File: src/rtl/wb_uart_tx_pkg.sv
// -----------------------------------------------------------------------------
// wb_uart_tx_pkg
// Shared definitions for the Wishbone UART transmitter: register offsets,
// STATUS bit positions and the transmit FSM state encoding.
// Optional feature macro: WB_UART_TX_PARITY_EN (adds the even-parity state).
// -----------------------------------------------------------------------------
package wb_uart_tx_pkg;

   // Register map (decoded on address bit 2 only)
   localparam logic [2:0] REG_TXDATA = 3'h0;
   localparam logic [2:0] REG_STATUS = 3'h4;

   // STATUS register bit positions
   localparam int STAT_FULL  = 0;
   localparam int STAT_EMPTY = 1;
   localparam int STAT_BUSY  = 2;
   localparam int STAT_OVF   = 3;

`ifdef WB_UART_TX_PARITY_EN
   localparam int FRAME_BITS = 11;
   typedef enum logic [2:0] {
      ST_IDLE   = 3'd0,
      ST_START  = 3'd1,
      ST_DATA   = 3'd2,
      ST_STOP   = 3'd3,
      ST_PARITY = 3'd4
   } tx_state_t;
`else
   localparam int FRAME_BITS = 10;
   typedef enum logic [1:0] {
      ST_IDLE  = 2'd0,
      ST_START = 2'd1,
      ST_DATA  = 2'd2,
      ST_STOP  = 2'd3
   } tx_state_t;
`endif

endpackage

File: src/rtl/wb_uart_tx_fifo.sv
// -----------------------------------------------------------------------------
// wb_uart_tx_fifo
// Synchronous 8-bit FIFO with first-word-fall-through read data.
// Ports:
//   i_clk, i_rst      clock, synchronous active-high reset (empties the FIFO)
//   i_push, i_wdata   write strobe and byte (ignored when full)
//   i_pop             read strobe (ignored when empty)
//   o_full, o_empty   occupancy flags
//   o_rdata           head entry, valid whenever o_empty is low
// -----------------------------------------------------------------------------
module wb_uart_tx_fifo #(
   parameter int DEPTH = 16
) (
   input  logic       i_clk,
   input  logic       i_rst,
   input  logic       i_push,
   input  logic [7:0] i_wdata,
   input  logic       i_pop,
   output logic       o_full,
   output logic       o_empty,
   output logic [7:0] o_rdata
);

   localparam int AW = $clog2(DEPTH);

   logic [7:0]    r_mem [DEPTH];
   logic [AW-1:0] r_wptr;
   logic [AW-1:0] r_rptr;
   logic [AW:0]   r_count;
   logic          w_push;
   logic          w_pop;

   assign o_full  = (r_count == (AW+1)'(DEPTH));
   assign o_empty = (r_count == '0);
   assign o_rdata = r_mem[r_rptr];
   assign w_push  = i_push & ~o_full;
   assign w_pop   = i_pop & ~o_empty;

   // Storage carries no reset; only pointers and count define contents.
   always_ff @(posedge i_clk) begin
      if (w_push) r_mem[r_wptr] <= i_wdata;
   end

   // DEPTH is a power of two, so pointers wrap naturally.
   always_ff @(posedge i_clk) begin
      if (i_rst) begin
         r_wptr  <= '0;
         r_rptr  <= '0;
         r_count <= '0;
      end else begin
         if (w_push) r_wptr <= r_wptr + AW'(1);
         if (w_pop)  r_rptr <= r_rptr + AW'(1);
         case ({w_push, w_pop})
            2'b10:   r_count <= r_count + (AW+1)'(1);
            2'b01:   r_count <= r_count - (AW+1)'(1);
            default: r_count <= r_count;
         endcase
      end
   end

endmodule

File: src/rtl/wb_uart_tx.sv
// -----------------------------------------------------------------------------
// wb_uart_tx
// Wishbone classic slave feeding a FIFO-buffered UART transmitter (8N1, or
// 8E1 when WB_UART_TX_PARITY_EN is defined).
// Ports:
//   wb_clk_i, wb_rst_i   clock, synchronous active-high reset
//   wb_adr_i[2:0]        byte address; bit 2 selects TXDATA (0x0) / STATUS (0x4)
//   wb_dat_i/wb_dat_o    32-bit write / read data (read data only while ack)
//   wb_we_i, wb_stb_i, wb_cyc_i, wb_sel_i   classic bus controls (sel[0] only)
//   wb_ack_o             single-cycle acknowledge
//   uart_tx              registered serial output, idle high
// STATUS: [0] FULL, [1] EMPTY, [2] BUSY, [3] OVF (sticky, write 1 to clear).
// -----------------------------------------------------------------------------
module wb_uart_tx
   import wb_uart_tx_pkg::*;
#(
   parameter int CLK_FREQ_HZ = 10000000,
   parameter int BAUD        = 9600,
   parameter int FIFO_DEPTH  = 16
) (
   input  logic        wb_clk_i,
   input  logic        wb_rst_i,
   input  logic [2:0]  wb_adr_i,
   input  logic [31:0] wb_dat_i,
   output logic [31:0] wb_dat_o,
   input  logic        wb_we_i,
   input  logic        wb_stb_i,
   input  logic        wb_cyc_i,
   input  logic [3:0]  wb_sel_i,
   output logic        wb_ack_o,
   output logic        uart_tx
);

   localparam int DIV = CLK_FREQ_HZ / BAUD;
   localparam int BW  = $clog2(DIV);

   // Bus side
   logic        r_ack;
   logic [31:0] r_dat_o;
   logic        r_ovf;
   logic        w_req;
   logic        w_wr;
   logic        w_wr_tx;
   logic        w_push;
   logic        w_drop;
   logic        w_clr_ovf;
   logic        w_rd_status;
   logic [31:0] w_status;

   // FIFO / transmitter side
   logic        w_full;
   logic        w_empty;
   logic [7:0]  w_rdata;
   logic        w_load;
   logic        w_bit_end;
   tx_state_t   r_state;
   logic [BW-1:0] r_baud;
   logic [2:0]  r_bitcnt;
   logic [7:0]  r_data;
   logic        r_tx;

   logic        w_unused;
   assign w_unused = ^{wb_sel_i[3:1], wb_dat_i[31:8], wb_adr_i[1:0]};

   assign wb_ack_o = r_ack;
   assign wb_dat_o = r_dat_o;
   assign uart_tx  = r_tx;

   // A new request is taken only when no ack is outstanding, which yields the
   // ack-every-other-cycle behaviour for back-to-back requests.
   assign w_req       = wb_cyc_i & wb_stb_i & ~r_ack;
   // Writes take effect in the ack cycle using the still-held bus values.
   assign w_wr        = r_ack & wb_cyc_i & wb_stb_i & wb_we_i;
   assign w_wr_tx     = w_wr & (wb_adr_i[2] == REG_TXDATA[2]) & wb_sel_i[0];
   assign w_push      = w_wr_tx & ~w_full;
   assign w_drop      = w_wr_tx & w_full;
   assign w_clr_ovf   = w_wr & (wb_adr_i[2] == REG_STATUS[2]) & wb_dat_i[STAT_OVF];
   assign w_rd_status = w_req & ~wb_we_i & (wb_adr_i[2] == REG_STATUS[2]);

   always_comb begin
      w_status             = '0;
      w_status[STAT_FULL]  = w_full;
      w_status[STAT_EMPTY] = w_empty;
      w_status[STAT_BUSY]  = (r_state != ST_IDLE);
      w_status[STAT_OVF]   = r_ovf;
   end

   always_ff @(posedge wb_clk_i) begin
      if (wb_rst_i) begin
         r_ack   <= 1'b0;
         r_dat_o <= '0;
         r_ovf   <= 1'b0;
      end else begin
         r_ack   <= w_req;
         r_dat_o <= w_rd_status ? w_status : '0;
         // A drop wins over a clear landing in the same cycle.
         if (w_drop)         r_ovf <= 1'b1;
         else if (w_clr_ovf) r_ovf <= 1'b0;
      end
   end

   wb_uart_tx_fifo #(
      .DEPTH (FIFO_DEPTH)
   ) u_fifo (
      .i_clk   (wb_clk_i),
      .i_rst   (wb_rst_i),
      .i_push  (w_push),
      .i_wdata (wb_dat_i[7:0]),
      .i_pop   (w_load),
      .o_full  (w_full),
      .o_empty (w_empty),
      .o_rdata (w_rdata)
   );

   assign w_bit_end = (r_baud == BW'(DIV - 1));
   // Pop from IDLE, or at the end of STOP to chain frames with no idle gap.
   assign w_load    = ~w_empty & ((r_state == ST_IDLE) |
                                  ((r_state == ST_STOP) & w_bit_end));

   always_ff @(posedge wb_clk_i) begin
      if (wb_rst_i) begin
         r_state  <= ST_IDLE;
         r_baud   <= '0;
         r_bitcnt <= '0;
         r_data   <= '0;
         r_tx     <= 1'b1;
      end else begin
         if (r_state != ST_IDLE) r_baud <= w_bit_end ? '0 : r_baud + BW'(1);
         // Line level is registered together with the state change, so each
         // state's bit appears for exactly DIV cycles.
         case (r_state)
            ST_IDLE: begin
               if (w_load) begin
                  r_state <= ST_START;
                  r_data  <= w_rdata;
                  r_baud  <= '0;
                  r_tx    <= 1'b0;
               end
            end
            ST_START: begin
               if (w_bit_end) begin
                  r_state  <= ST_DATA;
                  r_bitcnt <= '0;
                  r_tx     <= r_data[0];
               end
            end
            ST_DATA: begin
               if (w_bit_end) begin
                  if (r_bitcnt == 3'd7) begin
`ifdef WB_UART_TX_PARITY_EN
                     r_state <= ST_PARITY;
                     r_tx    <= ^r_data;
`else
                     r_state <= ST_STOP;
                     r_tx    <= 1'b1;
`endif
                  end else begin
                     r_bitcnt <= r_bitcnt + 3'd1;
                     r_tx     <= r_data[r_bitcnt + 3'd1];
                  end
               end
            end
`ifdef WB_UART_TX_PARITY_EN
            ST_PARITY: begin
               if (w_bit_end) begin
                  r_state <= ST_STOP;
                  r_tx    <= 1'b1;
               end
            end
`endif
            ST_STOP: begin
               if (w_bit_end) begin
                  if (w_load) begin
                     r_state <= ST_START;
                     r_data  <= w_rdata;
                     r_tx    <= 1'b0;
                  end else begin
                     r_state <= ST_IDLE;
                     r_tx    <= 1'b1;
                  end
               end
            end
            default: begin
               r_state <= ST_IDLE;
               r_tx    <= 1'b1;
            end
         endcase
      end
   end

endmodule

File: config.mk
export PLATFORM = sky130hd
export DESIGN_NAME = wb_uart_tx
export DESIGN_NICKNAME = d
export VERILOG_FILES = /design/src/rtl/wb_uart_tx_pkg.sv /design/src/rtl/wb_uart_tx_fifo.sv /design/src/rtl/wb_uart_tx.sv
export SDC_FILE = /design/constraint.sdc
export NUM_CORES = 1
export LEC_CHECK = 0
export BUFFER_PORTS_ARGS = -buffer_cell sky130_fd_sc_hd__clkbuf_2
export CORE_UTILIZATION = 59
export DETAILED_ROUTE_END_ITERATION = 16
export GPL_ROUTABILITY_DRIVEN = 0
export GPL_TIMING_DRIVEN = 0
export HOLD_SLACK_MARGIN = 0.03
export PLACE_DENSITY = 0.78
export SYNTH_ARGS = -nofsm -noshare
export SYNTH_HDL_FRONTEND = slang
export SYNTH_SLANG_ARGS = --single-unit
File: constraint.sdc
create_clock -name wb_clk_i -period 3.89 [get_ports wb_clk_i]
set_clock_uncertainty 0.05 [all_clocks]
set_input_delay 0.389 -clock wb_clk_i [delete_from_list [all_inputs] [get_ports wb_clk_i]]
set_output_delay 0.389 -clock wb_clk_i [all_outputs]
set_load 0.03 [all_outputs]
# Word level (Yosys, flattened, before mapping)

Memories as Yosys holds them, arrays and structs flattened. A register that Yosys moved wholly into a read port is not among the register bits.
Index checks and enable logic that the tools add are counted.

Input bits: 44
Output and inout bits: 34
Logic and storage cells: 104
Memories kept: 1
Register bits: 72
RAM bits: 128

Memories:

| memory       | depth | width | rd ports | clocked after memory_dff | wr ports | RTL line              | source |
|---|---|---|---|---|---|---|---|
| u_fifo.r_mem | 16    | 8     | 1        | 1                        | 1        | wb_uart_tx_fifo.sv:26 | `logic [7:0] r_mem [DEPTH];` |

Order comparisons: 1
$add $sub $neg: 6
Multiplexer cells: 34
Equality and inequality tests: 14
Reductions and logical operators: 12
Bitwise logic cells: 24

Operators with widths:

| cell                                                                | number |
|---|---|
| 11-bit 2-to-1 mux                                                   | 4 |
| 1-bit bitwise AND                                                   | 17 |
| 8-bit 2-to-1 mux                                                    | 2 |
| 8-bit case mux with 2 select lines                                  | 1 |
| 1-bit 2-to-1 mux                                                    | 12 |
| 11-bit by 1-bit adder with 11-bit output (second input constant)    | 1 |
| 11-bit == test (second input constant)                              | 1 |
| 2-bit 2-to-1 mux                                                    | 5 |
| 2-bit != test (second input constant)                               | 5 |
| 5-bit case mux with 2 select lines                                  | 1 |
| 2-bit nonzero test                                                  | 5 |
| 3-bit 2-to-1 mux                                                    | 3 |
| 4-bit by 1-bit adder with 4-bit output (second input constant)      | 2 |
| 4-bit 2-to-1 mux                                                    | 2 |
| 2-bit case mux with 4 select lines                                  | 1 |
| 4-bit AND reduction                                                 | 2 |
| 2-bit == test (second input constant)                               | 3 |
| 1-bit NOT                                                           | 6 |
| 3-bit case mux with 2 select lines                                  | 1 |
| 5-bit by 1-bit adder with 5-bit output (second input constant)      | 1 |
| 5-bit == test (second input constant)                               | 1 |
| 5-bit logical NOT                                                   | 1 |
| 5-bit AND reduction                                                 | 1 |
| 5-bit by 1-bit subtractor with 5-bit output (second input constant) | 1 |
| other kinds (11)                                                    | 12 |

# Longest topological paths before layout

Gate-level depths: netlist of run 1.

Depth after elaboration: 9
Mapped depth: 13
Gate-level depth less buffers: 13

# Modules after synthesis

Synthesis of run 1 repeated with hierarchy kept, for this count alone.

Cells, all modules: 545
Area, all modules: 7,707.4 um^2

Modules (own cells, without submodules):

| module          | times used | sequential area each (um^2) | cells an instance | area each (um^2) |
|---|---|---|---|---|
| wb_uart_tx_fifo | 1          | 4,184.0                     | 324               | 5,836.8 |
| wb_uart_tx      | 1          | 620.6                       | 221               | 1,870.5 |

# Least setup slack after synthesis of run 1

OpenSTA, ideal clock, no wires.

Path kind: flip-flop to flip-flop
From: register r_ack, in the netlist wb_ack_o
To: register u_fifo.r_count[4]
Buffers on the path: 0
Data arrival time: 2.897 ns
Cell stages (with the launch flop): 12
Setup slack: 0.872 ns
Cells stage by stage: dfxtp_1 nand4_1 a2111oi_4 inv_1 ha_1 xor2_1 ha_1 a211o_1 a21oi_1 a221oi_1 or3_1 a21oi_1

Longest elaborated chain between the ends: 9

Ends and longest elaborated chain:

| element                                                                   | RTL line              | source |
|---|---|---|
| from (decl)                                                               | wb_uart_tx.sv:38      | `logic r_ack;` |
| from (signal assigned)                                                    | wb_uart_tx.sv:94      | `r_ack <= w_req;` |
| 1-bit bitwise AND (*) (3 in series)                                       | wb_uart_tx.sv:73      | `assign w_wr = r_ack & wb_cyc_i & wb_stb_i & wb_we_i;` |
| 1-bit bitwise AND (*) (2 in series)                                       | wb_uart_tx.sv:74      | `assign w_wr_tx = w_wr & (wb_adr_i[2] == REG_TXDATA[2]) & wb_sel_i[0];` |
| 1-bit bitwise AND (*)                                                     | wb_uart_tx.sv:75      | `assign w_push = w_wr_tx & ~w_full;` |
| 1-bit bitwise AND (*)                                                     | wb_uart_tx_fifo.sv:36 | `assign w_push = i_push & ~o_full;` |
| 2-bit by 1-bit == test with 1-bit output or 2-bit == test (tied branches) | wb_uart_tx_fifo.sv:53 | `case ({w_push, w_pop})` |
| 5-bit case mux with 2 select lines or 2-bit nonzero test (tied branches)  | -                     |  |
| to (signal assigned)                                                      | wb_uart_tx_fifo.sv:54 | `2'b10: r_count <= r_count + (AW+1)'(1);` |
| to (signal assigned)                                                      | wb_uart_tx_fifo.sv:55 | `2'b01: r_count <= r_count - (AW+1)'(1);` |
| to (signal assigned)                                                      | wb_uart_tx_fifo.sv:56 | `default: r_count <= r_count;` |
| to (decl)                                                                 | wb_uart_tx_fifo.sv:29 | `logic [AW:0] r_count;` |

Mark *: on every way between the ends. The rest lies on a longest branch, timed or not.
A chain may end at the register's enable or synchronous reset.

# Final worst setup path of run 1

From: register r_state[0]
To: register u_fifo.r_count[4]

Longest elaborated chain between the ends: 7

Ends and longest elaborated chain:

| element                                                                   | RTL line              | source |
|---|---|---|
| from (decl)                                                               | wb_uart_tx.sv:56      | `tx_state_t r_state;` |
| from (signal assigned)                                                    | wb_uart_tx.sv:122     | `r_state <= ST_IDLE;` |
| from (signal assigned)                                                    | wb_uart_tx.sv:134     | `r_state <= ST_START;` |
| from (signal assigned)                                                    | wb_uart_tx.sv:142     | `r_state <= ST_DATA;` |
| 2-bit == test                                                             | wb_uart_tx.sv:118     | `((r_state == ST_STOP) & w_bit_end));` |
| 1-bit bitwise AND                                                         | wb_uart_tx.sv:118     |  |
| 1-bit OR (*)                                                              | wb_uart_tx.sv:117     | `assign w_load = ~w_empty & ((r_state == ST_IDLE) \|` |
| 1-bit bitwise AND (*)                                                     | wb_uart_tx.sv:117     |  |
| 1-bit bitwise AND (*)                                                     | wb_uart_tx_fifo.sv:37 | `assign w_pop = i_pop & ~o_empty;` |
| via u_fifo.w_pop                                                          | wb_uart_tx_fifo.sv:31 | `logic w_pop;` |
| 2-bit by 1-bit == test with 1-bit output or 2-bit == test (tied branches) | wb_uart_tx_fifo.sv:53 |  |
| 5-bit case mux with 2 select lines or 2-bit nonzero test (tied branches)  | -                     |  |

The timed path passes the listed nets; every way through them passes the cells marked *.

==> flow_summary.toml, run 1 <==
[power_and_ir_drop]
clkPwrFrac = 0.366
p_sw_mw = 1.34
ir_drop_mv = 0.465
leakagePower_nw = 2.95
combPwrFrac = 0.191
p_per_area_nw_per_um2 = 553
total_power_mw = 4.75
seqPwrFrac = 0.443
power.internal_mw = 3.42
switching_share = 0.281

[global_route]
met1_usage = 0.317
grt_util_met2 = 0.415
met3_usage = 0.0606
grt_max_degree = 18
busiest_layer = "met2"
grt_pass1_wl_mm = 23.4
grt.total_usage = 0.247
grt_pass1_vias = 4313
antenna_found_initial = 0
overflow = 0

[setup_path]
path_class = "flop to flop"
timing.critical_path.mode_cell = "ha_1"
crit_buf_inv = 2
cp-start-kind = "flop"
critPathMaxStageDelay_ns = 0.41
crit_path_end_kind = "flop"
cp_cell_sequence = "inv_1 > ha_1 > clkbuf_1 > a41oi_1 > nor2_1 > ha_1 > xor2_1 > ha_1 > a211o_1 > a21oi_1 > a221oi_1 > or3_1 > a21oi_1"
cp_data_required_time_ns = 4.19
crit_fanout = 10
crit_family = "adder cells"
cp.arrival_ns = 3.89
crit_slowest_cell = "clkbuf_1"

[routing]
post-route-drc-count = 0
dr.pass1.iters = 5
vias = 4437
drtIter0Drc = 416
wire_per_inst_um = 19.9
drt-total-wl_mm = 15.1
antenna_left = 0
via_per_inst = 5.85

[clock_tree]
cts_tree = "yes"
cts-hold-fix-buffers = 0
clock_sinks = 176
post_cts_buffers = 0
htreeDepth = 4
insertion_delay_ns = 0.43
root_buffer = "clkbuf_16"
cts_resized = 0
ctsLongestPathBuffers = 2
cts_buffers = 17
clk_pin_slew_ns = 0.07

[timing]
setup_viol = 0
rsz0062_at_grt = "no"
tns_ns = 0
worstMarginPinSlew_ns = 1.29
hold_viol = 0
slew_viol_final = 0
period_needed_ns = 3.59
max_slew_margin = 0.134
fin_crit_sh = 0.922
fmax_mhz = 279

[cells_and_area]
diodes = 0
utilization = 0.684
fill_cells = 868
final_nets = 634
syn_to_final_growth_pct = 13.4
fin_area_um2 = 8600
final_cells = 758
drive_gt1_frac = 0.239

[job]
drv_cap = 0

[synthesis]
ys.flop_type = "edfxtp_1"
yosysWarnings = 0
ys_ff_latch = 176
syn_area_um2 = 7580
synth-async-reset-ratio = 0
yosys.area.top_type = "edfxtp_1"
synth_area_leaders = "edfxtp_1 (51%), dfxtp_1 (13%), mux4_2 (10%), buf_4 (3.2%), ha_1 (2.8%)"
syn_avg_cell_area_um2 = 14.9
syn-instance-count = 507
synthDistinctLibCells = 53
synth_edf_count = 128
synth.yosys.seq_area_share = 0.634
synth_top_area_share = 0.507

[die]
die-area_um2 = 13300
die_y_um = 115
io_pins = 78
rows = 41
start_util = 0.603
die_w_um = 115
core_area_um2 = 12600

[placement]
hpwl_mm = 9.85
placed_cell_area_um2 = 7990
placedCellCount = 725
io_buffers = 19

[run_status]
status = "completed"

[min_path]
hp-class = "primary input to flop"
==> cell families (layout without fill, tap and decap cells) <==
group           after synthesis  in the layout  synth area share
simple gates                118            118            0.0847
other cells                   1             28          0.000495
flops                       176            176             0.634
fa+ha+maj                    17             17            0.0281
buf+inv                      63            115            0.0500
xor+xnor                     11             11            0.0127
mux                          48             48             0.121
compound gates               73             73            0.0692
==> cells in the mapped netlist (3+ instances only) <==
master	count
nor3_1	12
inv_1	10
a211oi_1	8
a21oi_1	21
edfxtp_1	128
a22o_1	8
or3_1	3
nor2b_1	12
xor2_1	5
o21ai_0	9
mux4_2	34
dfxtp_1	48
nand3b_1	3
nand2b_1	5
a41oi_1	3
nor2_1	36
ha_1	17
mux2i_1	11
nand2_1	26
nand3_1	5
buf_4	32
xnor2_1	6
buf_2	6
a311oi_1	7
nand4_1	5
a31oi_1	3
clkbuf_1	11
==> worst register-to-register path: stages (launching register included) <==
cell and delay (ns):
dfxtp_1 0.35, inv_1 0.13, ha_1 0.24, clkbuf_1 0.41
a41oi_1 0.18, nor2_1 0.38, ha_1 0.41, xor2_1 0.12
ha_1 0.23, a211o_1 0.28, a21oi_1 0.16, a221oi_1 0.08
or3_1 0.33, a21oi_1 0.16
==> per-layer routing <==
layer,up-vias,part of all wire
met3,20,0.055
met4,0,0.015
met5,-,0
met2,171,0.51
li1,2018,-
met1,2228,0.42
==> final cells by class <==
class | count | area [µm²] | area share
tap | 172 | 215 | 0.0250
inverter | 10 | 37.5 | 0.00437
buffer | 53 | 342 | 0.0397
timing repair buffer | 20 | 103 | 0.0119
clock inverter | 15 | 173 | 0.0201
multi-input combinational | 295 | 2500 | 0.290
sequential | 176 | 4800 | 0.559
clock buffer | 17 | 425 | 0.0495
==> worst paths after layout <==
| path | start | end | slack, ns | cells past startpoint |
|---|---|---|---|---|
| max | r_state[0] | u_fifo.r_count[4] | 0.30 | 13 |
| min | wb_cyc_i | wb_ack_o | 0.19 | 3 |
| max reg2reg | r_state[0] | u_fifo.r_count[4] | 0.30 | 13 |
| min reg2reg | r_ovf | wb_dat_o[3] | 0.41 | 2 |
==> layout by cell type, fill, tap and decap left out, drive strengths merged, types with 4 or more instances in the layout <==
master	count
dfxtp	48
or3	4
nor2b	12
o21ai	9
xor2	5
buf	43
nand3	5
nor3	13
mux2i	12
clkbuf	47
a311oi	7
nand4	5
edfxtp	128
ha	17
a22o	8
conb	28
a211oi	8
nand2	26
xnor2	6
mux4	34
a21oi	22
nor2	36
nand2b	5
inv	18
==> power groups by stage <==
stage / Clock, mW / Sequential (mW) / Combinational [mW]
floorplan: 0 / 2.15 / 0.701
global placement: 0 / 2.14 / 0.873
detailed placement: 0 / 2.15 / 0.897
CTS: 1.75 / 2.11 / 0.907
global route: 1.83 / 2.11 / 0.985
finish: 1.74 / 2.11 / 0.907
==> stage by stage <==
step	hold WS, ns	worst slack [ns]
finish	0.187	0.302
global route	0.195	0.104
CTS	0.170	0.347
detailed placement	0.405	0.439
global placement	0.389	0.521
floorplan	0.380	0.872
==> state kept, by name, summed over array words and instances (netlist names), named ones only <==
name and flops:
r_data 8, u_fifo.r_wptr 4, r_ovf 1, u_fifo.r_rptr 4, r_state 2, wb_dat_o 4
r_bitcnt 3, wb_ack_o 1, uart_tx 1, u_fifo.r_mem 128, u_fifo.r_count 5, r_baud 11
Note: power is estimated with default switching activity, not from simulation.
==> run 2: changes to the inputs <==
Settings changed: CORE_UTILIZATION 59 to 53, PLACE_DENSITY 0.78 to 0.74, SKIP_CTS_REPAIR_TIMING set to 1.
Clock period 3.89 ns to 3.15 ns, I/O delays scaled along.
==> run 2 against run 1 <==
Net effect: hold slack got worse by 0.073 ns; clock power rose by 15%; flip-flop and latch count did not move; highest routed layer unchanged.
==> flow_summary.toml, run 2 (synthesis results as in run 1) <==
[cells_and_area]
syn_to_final_growth_pct = 14.0
reg.largest.list = "u_fifo.r_mem x128, r_baud x11, r_data x8"
largest_reg_flops = 128
multi_input_comb_area_um2 = 2530
fill_cells = 1016
top_register = "u_fifo.r_mem"
drive_gt1_frac = 0.246
utilization = 0.620
diodes = 0
final_common_cell = "edfxtp_1"
final_nets = 638
mostFrequentLayoutCells = "edfxtp_1 (128), dfxtp_1 (48), buf_4 (37)"
ff_latch_area_um2 = 4800

[setup_path]
reg2reg_from = "u_fifo.r_count[0]"
ff2ff_path_depth = 12
crit_path_end_kind = "flop"
crit_fanout = 8
r2r_slack_ns = 0.23
timing.rr.end = "u_fifo.r_count[4]"
cp_data_required_time_ns = 3.44
cp-start-kind = "flop"
path_class = "flop to flop"
cp.arrival_ns = 3.21

[timing]
finalHoldWorstSlack_ns = 0.115
fmax_mhz = 343
period_needed_ns = 2.92
setup_viol = 0
fin_crit_sh = 0.926
tns_ns = 0
worstMarginPinSlew_ns = 1.28
slew_viol_final = 0
hold_viol = 0
max_slew_margin = 0.137
rsz0062_at_grt = "no"

[die]
die_w_um = 122
core_area_um2 = 13900
start_util = 0.544
die_y_um = 122
die-area_um2 = 14800
rows = 43
io_pins = 78

[power_and_ir_drop]
leakagePower_nw = 2.96
p_per_area_nw_per_um2 = 668
ir_drop_mv = 0.443

[clock_tree]
htreeDepth = 4
root_buffer = "clkbuf_16"
insertion_delay_ns = 0.42
ctsLongestPathBuffers = 2
clk_pin_slew_ns = 0.06
cts_tree = "yes"
clock_sinks = 176
cts_buffers = 17

[global_route]
grt.total_usage = 0.214
grt_max_degree = 18
grt_pass1_wl_mm = 23.0
overflow = 0
grt_pass1_vias = 4357
antenna_found_initial = 0

[routing]
wire_per_inst_um = 19.0
vias = 4385
via_per_inst = 5.69
drt-total-wl_mm = 14.6
dr.pass1.iters = 7
antenna_left = 0
post-route-drc-count = 0
drtIter0Drc = 284

[run_status]
status = "completed"

[min_path]
hp-class = "primary input to flop"
hold_path_end = "wb_ack_o"
hold_depth = 3
holdCritStartpoint = "wb_cyc_i"

[job]
drv_cap = 0

[placement]
io_buffers = 19
hpwl_mm = 9.68
[run 2: where the power goes]
| group | total [mW] | switching, mW | internal, mW |
|---|---|---|---|
| logic | 1.17 | 0.653 | 0.516 |
| clock network | 2.00 | 0.886 | 1.11 |
| registers | 2.60 | 0.0552 | 2.55 |
| total | 5.77 | 1.59 | 4.17 |
[run 2: how the worst max path moves through the flow]
stage	start	end	slack, ns	depth (start not counted)
2_1_floorplan	wb_ack_o	u_fifo.r_count[4]	0.13	11
3_3_place_gp	r_state[0]	u_fifo.r_count[4]	-0.19	13
3_5_place_dp	r_state[0]	u_fifo.r_count[4]	-0.27	13
4_1_cts	r_state[0]	u_fifo.r_count[4]	-0.30	13
5_1_grt	r_state[0]	u_fifo.r_count[4]	0.05	13
6_report	u_fifo.r_count[0]	u_fifo.r_count[4]	0.23	12
[run 2: critical path, cell delays in order (launching register included)]
cell and delay, ns:
dfxtp_1 0.37, nor4_4 0.44, nor2b_1 0.19, buf_4 0.19
nor2_4 0.08, ha_4 0.19, xor2_1 0.14, ha_1 0.21
a211o_1 0.27, a21oi_1 0.17, a221oi_1 0.08, or3_1 0.32
a21oi_1 0.13
[run 2: metrics by stage]
step / instances / area, µm² / setup slack [ns] / power (mW)
4_1_cts: 765 / 8560 / -0.298 / 5.74
6_report: 770 / 8640 / 0.234 / 5.77
5_1_grt: 770 / 8640 / 0.0547 / 6.01
3_5_place_dp: 733 / 8000 / -0.273 / 3.76
2_1_floorplan: 534 / 7680 / 0.132 / 3.52
3_3_place_gp: 733 / 8000 / -0.185 / 3.72
[run 2: layout make-up]
class	instances	area share
plain buffers	53	0.0397
clock buffers	20	0.0506
clock inverters	12	0.0142
inverters	10	0.00435
multi-input cells	295	0.293
flip-flops and latches	176	0.556
well taps	180	0.0261
repair buffers	24	0.0154
[run 2: layer usage]
layer,track usage,up-vias,part of all wire
li1,-,2030,-
met1,0.261,2173,0.41
met2,0.364,158,0.52
met3,0.0562,24,0.044
met4,0.0856,0,0.023
met5,0,-,0
